==> src/rtl/clock_pkg.sv <==
// Shared types and constants for the digital clock timekeeping block.
// Optional alarm states are enabled with CLOCK_ALARM_EN.
package clock_pkg;
    localparam int ONES_W       = 4;
    localparam int SEC_TENS_W   = 3;
    localparam int MIN_TENS_W   = 3;
    localparam int HR_TENS_W    = 2;
    localparam int MAX_ONES     = 9;
    localparam int MAX_SEC_TENS = 5;
    localparam int MAX_MIN_TENS = 5;
    localparam int MAX_HR_TENS  = 2;
    localparam int HR_WRAP_ONES = 3;

    localparam logic [1:0] SEL_NONE = 2'd0;
    localparam logic [1:0] SEL_HR   = 2'd1;
    localparam logic [1:0] SEL_MIN  = 2'd2;
    localparam logic [1:0] SEL_AL   = 2'd3;

    typedef enum logic [2:0] {
        ST_RUN,
        ST_SET_HR,
        ST_SET_MIN,
        ST_SET_AL_HR,
        ST_SET_AL_MIN
    } state_t;

    function automatic state_t next_state(input state_t s);
        state_t n;
        case (s)
            ST_RUN:       n = ST_SET_HR;
            ST_SET_HR:    n = ST_SET_MIN;
`ifdef CLOCK_ALARM_EN
            ST_SET_MIN:   n = ST_SET_AL_HR;
            ST_SET_AL_HR: n = ST_SET_AL_MIN;
`endif
            default:      n = ST_RUN;
        endcase
        return n;
    endfunction
endpackage

==> src/rtl/clock_bcd_field.sv <==
// One tens/ones BCD digit pair that wraps at MAX_TENS:WRAP_ONES back to 00.
// carry_o flags the wrap in the same cycle so fields can be cascaded.
module clock_bcd_field
    import clock_pkg::*;
#(
    parameter int TENS_W    = 3,
    parameter int MAX_TENS  = 5,
    parameter int WRAP_ONES = 9
) (
    input  logic              clk,
    input  logic              rstn,
    input  logic              inc_i,
    input  logic              clear_i,
    output logic [TENS_W-1:0] tens_o,
    output logic [ONES_W-1:0] ones_o,
    output logic              carry_o
);
    logic [ONES_W-1:0] ones_q, ones_d;
    logic [TENS_W-1:0] tens_q, tens_d;
    logic              at_max;

    assign at_max  = (tens_q == TENS_W'(MAX_TENS)) && (ones_q == ONES_W'(WRAP_ONES));
    assign carry_o = inc_i && at_max;

    always_comb begin
        ones_d = ones_q;
        tens_d = tens_q;
        if (clear_i) begin
            ones_d = '0;
            tens_d = '0;
        end else if (inc_i) begin
            if (at_max) begin
                ones_d = '0;
                tens_d = '0;
            end else if (ones_q == ONES_W'(MAX_ONES)) begin
                ones_d = '0;
                tens_d = tens_q + TENS_W'(1);
            end else begin
                ones_d = ones_q + ONES_W'(1);
            end
        end
    end

    always_ff @(posedge clk or negedge rstn) begin
        if (!rstn) begin
            ones_q <= '0;
            tens_q <= '0;
        end else begin
            ones_q <= ones_d;
            tens_q <= tens_d;
        end
    end

    assign tens_o = tens_q;
    assign ones_o = ones_q;
endmodule

==> src/rtl/clock_time_ctrl.sv <==
// Timekeeping controller: 1 Hz prescaler, cascaded BCD hh:mm:ss and set-mode FSM.
// Define CLOCK_ALARM_EN to add the alarm registers, alarm set states and alarm_o.
module clock_time_ctrl
    import clock_pkg::*;
#(
    parameter int TICK_DIV = 50_000_000
) (
    input  logic       clk,
    input  logic       rstn,
    input  logic       btn_mode,
    input  logic       btn_inc,
    output logic [3:0] sec_ones,
    output logic [2:0] sec_tens,
    output logic [3:0] min_ones,
    output logic [2:0] min_tens,
    output logic [3:0] hr_ones,
    output logic [1:0] hr_tens,
    output logic       tick_o,
    output logic [1:0] sel_o,
    output logic       alarm_o
);
    localparam int CNT_W = $clog2(TICK_DIV);

    logic [CNT_W-1:0] cnt_q, cnt_d;
    state_t           state_q, state_d;
    logic             running, edit, sec_clr;
    logic             sec_inc, min_inc, hr_inc;
    logic             sec_carry, min_carry;

    assign tick_o  = (cnt_q == CNT_W'(TICK_DIV - 1));
    // Time only freezes while the clock itself is being edited.
    assign running = (state_q != ST_SET_HR) && (state_q != ST_SET_MIN);
    assign edit    = btn_inc && !btn_mode;
    assign sec_clr = (state_q == ST_SET_MIN) && btn_mode;
    assign sec_inc = running && tick_o;
    assign min_inc = (running && sec_carry) || ((state_q == ST_SET_MIN) && edit);
    assign hr_inc  = (running && min_carry) || ((state_q == ST_SET_HR) && edit);

    always_comb begin
        cnt_d   = tick_o ? '0 : cnt_q + CNT_W'(1);
        state_d = state_q;
        if (sec_clr) cnt_d = '0;
        if (btn_mode) state_d = next_state(state_q);
    end

    always_ff @(posedge clk or negedge rstn) begin
        if (!rstn) begin
            cnt_q   <= '0;
            state_q <= ST_RUN;
        end else begin
            cnt_q   <= cnt_d;
            state_q <= state_d;
        end
    end

    always_comb begin
        case (state_q)
            ST_RUN:     sel_o = SEL_NONE;
            ST_SET_HR:  sel_o = SEL_HR;
            ST_SET_MIN: sel_o = SEL_MIN;
            default:    sel_o = SEL_AL;
        endcase
    end

    clock_bcd_field #(.TENS_W(SEC_TENS_W), .MAX_TENS(MAX_SEC_TENS), .WRAP_ONES(MAX_ONES)) u_sec (
        .clk(clk), .rstn(rstn), .inc_i(sec_inc), .clear_i(sec_clr),
        .tens_o(sec_tens), .ones_o(sec_ones), .carry_o(sec_carry)
    );
    clock_bcd_field #(.TENS_W(MIN_TENS_W), .MAX_TENS(MAX_MIN_TENS), .WRAP_ONES(MAX_ONES)) u_min (
        .clk(clk), .rstn(rstn), .inc_i(min_inc), .clear_i(1'b0),
        .tens_o(min_tens), .ones_o(min_ones), .carry_o(min_carry)
    );
    clock_bcd_field #(.TENS_W(HR_TENS_W), .MAX_TENS(MAX_HR_TENS), .WRAP_ONES(HR_WRAP_ONES)) u_hr (
        .clk(clk), .rstn(rstn), .inc_i(hr_inc), .clear_i(1'b0),
        .tens_o(hr_tens), .ones_o(hr_ones), .carry_o()
    );

`ifdef CLOCK_ALARM_EN
    logic [3:0] al_min_ones, al_hr_ones;
    logic [2:0] al_min_tens;
    logic [1:0] al_hr_tens;
    logic       dis_q, dis_d;

    clock_bcd_field #(.TENS_W(MIN_TENS_W), .MAX_TENS(MAX_MIN_TENS), .WRAP_ONES(MAX_ONES)) u_al_min (
        .clk(clk), .rstn(rstn), .inc_i((state_q == ST_SET_AL_MIN) && edit), .clear_i(1'b0),
        .tens_o(al_min_tens), .ones_o(al_min_ones), .carry_o()
    );
    clock_bcd_field #(.TENS_W(HR_TENS_W), .MAX_TENS(MAX_HR_TENS), .WRAP_ONES(HR_WRAP_ONES)) u_al_hr (
        .clk(clk), .rstn(rstn), .inc_i((state_q == ST_SET_AL_HR) && edit), .clear_i(1'b0),
        .tens_o(al_hr_tens), .ones_o(al_hr_ones), .carry_o()
    );

    // Dismiss holds until the minute rolls over, so a match re-arms only on a new minute.
    always_comb begin
        dis_d = dis_q;
        if (sec_carry) dis_d = 1'b0;
        if ((state_q == ST_RUN) && edit) dis_d = 1'b1;
    end

    always_ff @(posedge clk or negedge rstn) begin
        if (!rstn) dis_q <= 1'b0;
        else       dis_q <= dis_d;
    end

    assign alarm_o = (state_q == ST_RUN) && !dis_q &&
                     ({hr_tens, hr_ones, min_tens, min_ones} ==
                      {al_hr_tens, al_hr_ones, al_min_tens, al_min_ones});
`else
    assign alarm_o = 1'b0;
`endif
endmodule

==> config.mk <==
export PLATFORM = sky130hd
export DESIGN_NAME = clock_time_ctrl
export DESIGN_NICKNAME = d
export VERILOG_FILES = /design/src/rtl/clock_pkg.sv /design/src/rtl/clock_bcd_field.sv /design/src/rtl/clock_time_ctrl.sv
export SDC_FILE = /design/constraint.sdc
export NUM_CORES = 1
export LEC_CHECK = 0
export ABC_AREA = 1
export CELL_PAD_IN_SITES_DETAIL_PLACEMENT = 1
export CELL_PAD_IN_SITES_GLOBAL_PLACEMENT = 2
export CORE_MARGIN = 1
export CORE_UTILIZATION = 30
export CTS_BUF_LIST = sky130_fd_sc_hd__clkbuf_4
export DETAILED_ROUTE_END_ITERATION = 16
export PLACE_DENSITY = 0.72
export SYNTH_ARGS = -nofsm -noshare
export SYNTH_HDL_FRONTEND = slang
export SYNTH_SLANG_ARGS = --single-unit
==> constraint.sdc <==
create_clock -name clk -period 2.2 [get_ports clk]
set_input_delay 0.33 -clock clk [delete_from_list [all_inputs] [get_ports clk]]
set_output_delay 0.33 -clock clk [all_outputs]
set_load 0.005 [all_outputs]
; Word level (Yosys, flattened, before mapping)
; Cells that the tools add are included.
[totals]
out_inout_bits = 24
regBits = 49
[op_classes]
n_mux = 20
n_eq_ne = 12
n_addsub = 7
reduce_logical = 24
[ops]
columns = op, count
row1 = two-way mux 26 bit, 2
row2 = two-way mux 4 bit, 8
row3 = "adder 26 x 1 -> 26 bit, second input constant", 1
row4 = "equality test 26 bit, second input constant", 1
row5 = two-way mux 3 bit, 6
row6 = logical AND 1 bit, 13
row7 = "adder 4 x 1 -> 4 bit, second input constant", 3
row8 = "equality test 4 bit, second input constant", 3
row9 = "adder 3 x 1 -> 3 bit, second input constant", 2
row10 = "equality test 3 bit, second input constant", 2
row11 = one-hot mux 2 bit (3 select lines), 1
row12 = AND reduction 2 bit, 3
row13 = nonzero test 2 bit, 3
row14 = "equality test 4 x 2 -> 1 bit, second input constant", 1
row15 = two-way mux 2 bit, 2
row16 = one-hot mux 2 bit (2 select lines), 1
row17 = "equality test 3 x 1 -> 1 bit, second input constant", 1
row18 = "equality test 3 x 2 -> 1 bit, second input constant", 1
row19 = logical NOT 3 bit, 1
row20 = "inequality test 3 x 1 -> 1 bit, second input constant", 1
row21 = "inequality test 3 x 2 -> 1 bit, second input constant", 1
row22 = nonzero test 3 bit, 1
row23 = "adder 2 x 1 -> 2 bit, second input constant", 1
row24 = "equality test 2 bit, second input constant", 1
row25 = 2 further kinds, 3

; Longest topological paths before layout
[depth]
ltp_word = 10
depth_mapped = 12
depth_no_buf = 12

; By module
; Synthesis repeated with hierarchy kept, for this count alone.
[unflattened]
cells_unflattened = 398
hier_area_um2 = 2975.4
[modules_own_cells]
columns = mod, area_per_inst_um2, cells_each, instances, seq_area_each_um2
row1 = clock_time_ctrl, 1745.4, 254, 1, 700.7
row2 = clock_bcd_field (u_min ...), 425.4, 48, 2, 175.2
row3 = clock_bcd_field (u_hr), 379.1, 48, 1, 150.1

; Worst setup path before layout
; OpenSTA, ideal clock, no wires.
[synth_timing]
kind = reg-to-reg
from = reg cnt_q[0]
to = reg u_hr.tens_q[1], in the netlist u_hr.tens_o[1]
arrival_time_ps = 1505
stages_incl_launch_ff = 13
setup_time_ps = 117
path_buffers = 0
slack_ps = 578
cell_sequence = dfrtp_1 ha_1 nand2_2 nor2_2 nand2_1 nor2_2 nand4_2 nand2_4 nand3_2 nand2_4 nand2_2 nand2_1 nand2_1
[synth_between]
elab_chain_len = 9
[synth_rtl]
columns = element, line
row1 = start: declaration, clock_time_ctrl.sv:24  ; logic [CNT_W-1:0] cnt_q, cnt_d;
row2 = start signal: assignment, clock_time_ctrl.sv:51  ; cnt_q <= cnt_d;
row3 = equality test 26 bit, clock_time_ctrl.sv:30  ; assign tick_o = (cnt_q == CNT_W'(TICK_DIV - 1));
row4 = logical AND 1 bit, clock_time_ctrl.sv:35  ; assign sec_inc = running && tick_o;
row5 = logical AND 1 bit, clock_bcd_field.sv:23  ; assign carry_o = inc_i && at_max;
row6 = logical AND 1 bit, clock_time_ctrl.sv:36  ; assign min_inc = (running && sec_carry) || ((state_q == ST_SET_MIN) && edit);
row7 = logical OR 1 bit, clock_time_ctrl.sv:36
row8 = logical AND 1 bit, clock_bcd_field.sv:23
row9 = logical AND 1 bit, clock_time_ctrl.sv:37  ; assign hr_inc = (running && min_carry) || ((state_q == ST_SET_HR) && edit);
row10 = logical OR 1 bit, clock_time_ctrl.sv:37
row11 = AND reduction 2 bit (no source line), -
row12 = end signal: assignment, clock_bcd_field.sv:50  ; tens_q <= tens_d;
row13 = end: declaration, clock_bcd_field.sv:19  ; logic [TENS_W-1:0] tens_q, tens_d;
; No other way between the ends.
; A chain may end at the register's enable or synchronous reset.

; Final worst setup path
[layout_timing]
from = reg cnt_q[5]
to = out tick_o
[layout_between]
elab_chain_len = 1
[layout_rtl]
columns = element, line
row1 = equality test 26 bit, clock_time_ctrl.sv:30
row2 = end: declaration, clock_time_ctrl.sv:18  ; output logic tick_o,
; No other way between the ends.

==> summary.md <==
| Metric | Value |
|---|---|
| DR vias | 2700 |
| Final Hold Fails | 0 |
| Crit Reg-Reg Startpoint | cnt_q[10] |
| Die width | 101 um |
| Setup TNS | 0 ns |
| Critical path depth | 8 |
| Ys async rst share | 100% |
| Slew @ Worst Pin | 0.571 ns |
| Number of global-route vias before repair | about 2800 |
| Final wirelength | about 8300 um |
| Synth Register Bits | 48 |
| Largest incremental delay on the critical path | 0.43 ns |
| Placed cell area | 3410 um2 |
| Final Max Tran Viols | 0 |
| Worst-case reg-to-reg path depth | 14 |
| # DRC | 0 |
| EDFF count, synth | 0 |
| Max Cap Viol | 0 |
| First-pass GRT wire length | 14100 um |
| Max Freq | 471 MHz |
| TritonRoute pass-1 iters | 4 |
| Setup ws final | 0.0759 ns |
| Worst min path class | primary input to async pin |
| Worst skew pair latency | 0.37 ns |
| Warnings, synthesis | 0 |
| Die H | 101 um |
| Synth unique cells | 36 |
| CP Launch Point | cnt_q[5] |
| Core area | 9370 um2 |
| CP top delay family | simple AND/OR/NAND/NOR gates |
| H-tree levels | 2 |
| TritonCTS clock tree | built |
| Dpl hpwl | about 6000 um |
| Clock sink total | 48 |
| Syn_nets | 389 |
| IO Pins | 28 |
| Critical Path End | tick_o |
| Starting density of the core | 31.3% |
| Status | complete, no violations |
| Area contributors post-synth | dfrtp_1 41%, nand2_1 9.3%, nor2_1 6.7%, inv_1 6.0%, nand3_1 5.8% |
| Seq/Total Area, Yosys | 41.0% |
| Critical Path Sink Type | primary output |
| R2R Setup Slk | 0.24 ns |
| Crit share post-route | a little over nine tenths |
| PnR Total Power | about 3.2 mW |
| Gate count after technology mapping | between 300 and 400 |
| Clock transition at path regs | 0.15 ns |
| Pwr Density | 840 nW/um2 |
| Reg2reg end | u_hr.tens_o[1] |
| Setup-failing EPs final | 0 |
| WP data required | ~1.9 ns |
| Largest net degree at the start of global routing | 27 |
| CP Cell Sequence | nand2_4, inv_4, nand3_1, nor2_2, nand2_1, nor4_2, buf_4, buf_6 |
| Cell taking the most area after synthesis | dfrtp_1 |
| Synthesized area | 2930 um2 |
| CP arrival | 1.79 ns |
| Layout net count | 453 |
| Unrepaired setup endpoints after global routing | yes |
| Yosys top cell area share | just over 40% |
| N_diodes | 0 |
| Final min period | roughly 2.1 ns |
| Setup WS pre-CTS | 0.123 ns |
| Commonest non-fill, non-tap cells in the layout | 72 x nand2_1, 49 x nor2_1, 45 x dfrtp_1, 43 x inv_1, 32 x nand3_1 |
| Root buffer cell | clkbuf_4 |
| Post-route cell area | around 3800 um2 |
| Routed vias/inst | 4.75 |
| WL per Instance | about 15 um |
| ANT nets after route | 0 |
| Hold Worst Slack | 0.461 ns |
| Die ar. | 10200 um2 |
| Worst vdd ir | 428 uV |
| Drt initial violations | 82 |
| Clock tree buffer depth | 2 |
| CP Class | flip-flop to primary output |
| CP max FO | 4 |
| Critical-path top delay cell | dfrtp_1 |
| Avg Cell Area, Syn | between 7 and 8 um2 |
| Buffers & Inverters on Critical Path | 3 |
| Clock Skews | between 0.01 and 0.015 ns |
| Synth-to-Final Area Change | 28.8% |
| Cell Rows | 35 |
| Initial antenna violation count | 0 |
| Final Wtd Congestion | slightly above 0.8 |
| Post-synth top flop | dfrtp_1 |
| CTS Buf Count | 5 |
| Tot GR Track Use | ~18% |
| Leakage power | 1.85 nW |
| Total congestion overflow | 0 |
| Max_slew headroom | 61.9% |
| PortBufs | 26 |
| Layout cells sized above 1 | 21.6% |
| Most common cell after layout, fill and taps aside | nand2_1 |
| Startpoint types | flip-flop |
## per-layer routing
layer	vias to the layer above	global-route usage, %	share of wire, %
li1	1349	-	-
met1	1309	24.0	48
met2	36	29.7	48
met3	6	3.12	3.0
met4	0	3.79	0.90
met5	-	0	0
## cell families (layout without fill, tap and decap cells)
logic type | Yosys count | in the layout | synth area share, %
AOI/OAI and AO/OA | 36 | 36 | 7.08
xor gates and xnor gates | 9 | 9 | 2.69
adders and majority gates | 11 | 11 | 4.69
buffers and inverters | 53 | 117 | 7.04
DFF | 48 | 48 | 41.0
other | 1 | 1 | 0.128
and+or+nand+nor | 216 | 217 | 37.4
## state kept, by name (all words and copies together), names as in the netlist
| name | flops |
|---|---|
| cnt_q | 26 |
| state_q | 2 |
| u_hr.ones_o | 4 |
| u_hr.tens_o | 2 |
| u_min.ones_o | 4 |
| u_min.tens_o | 3 |
| u_sec.ones_o | 4 |
| u_sec.tens_o | 3 |
## how the worst min path moves through the flow
| stage | startpoint | endpoint | depth (start not counted) |
|---|---|---|---|
| 6_report | rstn | cnt_q[6] | 2 |
| 5_1_grt | rstn | state_q[0] | 2 |
| 4_1_cts | rstn | cnt_q[6] | 2 |
| 3_5_place_dp | rstn | cnt_q[6] | 1 |
| 3_3_place_gp | rstn | cnt_q[6] | 1 |
| 2_1_floorplan | rstn | cnt_q[0] | 0 |
## metrics by stage
stage	util, %	std cells
floorplan	-	374
global placement	36.4	535
CTS	39.1	562
detailed placement	36.4	535
finish	40.3	568
global route	40.3	568
## what timing repair did
| item | 4_1_cts | 5_1_grt |
|---|---|---|
| cloned | 0 | 1 |
| gates resized for setup | 12 | 20 |
| endpoints found under the setup margin | 2 | 36 |
| setup buffers | 18 | 8 |
| pin swaps | 5 | 12 |
| endpoints found under the hold margin | 22 | 0 |
| hold buffers | 1 | 0 |
## cell usage after synthesis, types with 3 or more instances
| master | count |
|---|---|
| a211oi_1 | 4 |
| a21oi_1 | 13 |
| dfrtp_1 | 48 |
| ha_1 | 11 |
| inv_1 | 47 |
| inv_2 | 4 |
| nand2_1 | 73 |
| nand2_2 | 6 |
| nand3_1 | 34 |
| nand3_2 | 4 |
| nand3b_1 | 3 |
| nand4_1 | 8 |
| nand4_2 | 3 |
| nor2_1 | 52 |
| nor2_2 | 8 |
| nor3_1 | 3 |
| nor3_2 | 3 |
| nor4_1 | 4 |
| o21ai_0 | 13 |
| or2_2 | 4 |
| xor2_1 | 8 |
## layout make-up
class	instances	area (um2)
clock buffers	5	37.5
clock inverters	3	37.5
flip-flops and latches	48	1200
repair buffers	58	514
inverters	51	196
multi-input cells	274	1620
well taps	129	161
fillers	1161	5600
## power by group
group,internal [mW],total [mW],switching [mW],leakage (nW)
Combinational,0.643,1.27,0.624,1.18
Sequential,1.10,1.37,0.268,0.630
Clock,0.233,0.535,0.302,0.0403
Total,1.98,3.17,1.19,1.85
Power figures use the tool's default switching activity.
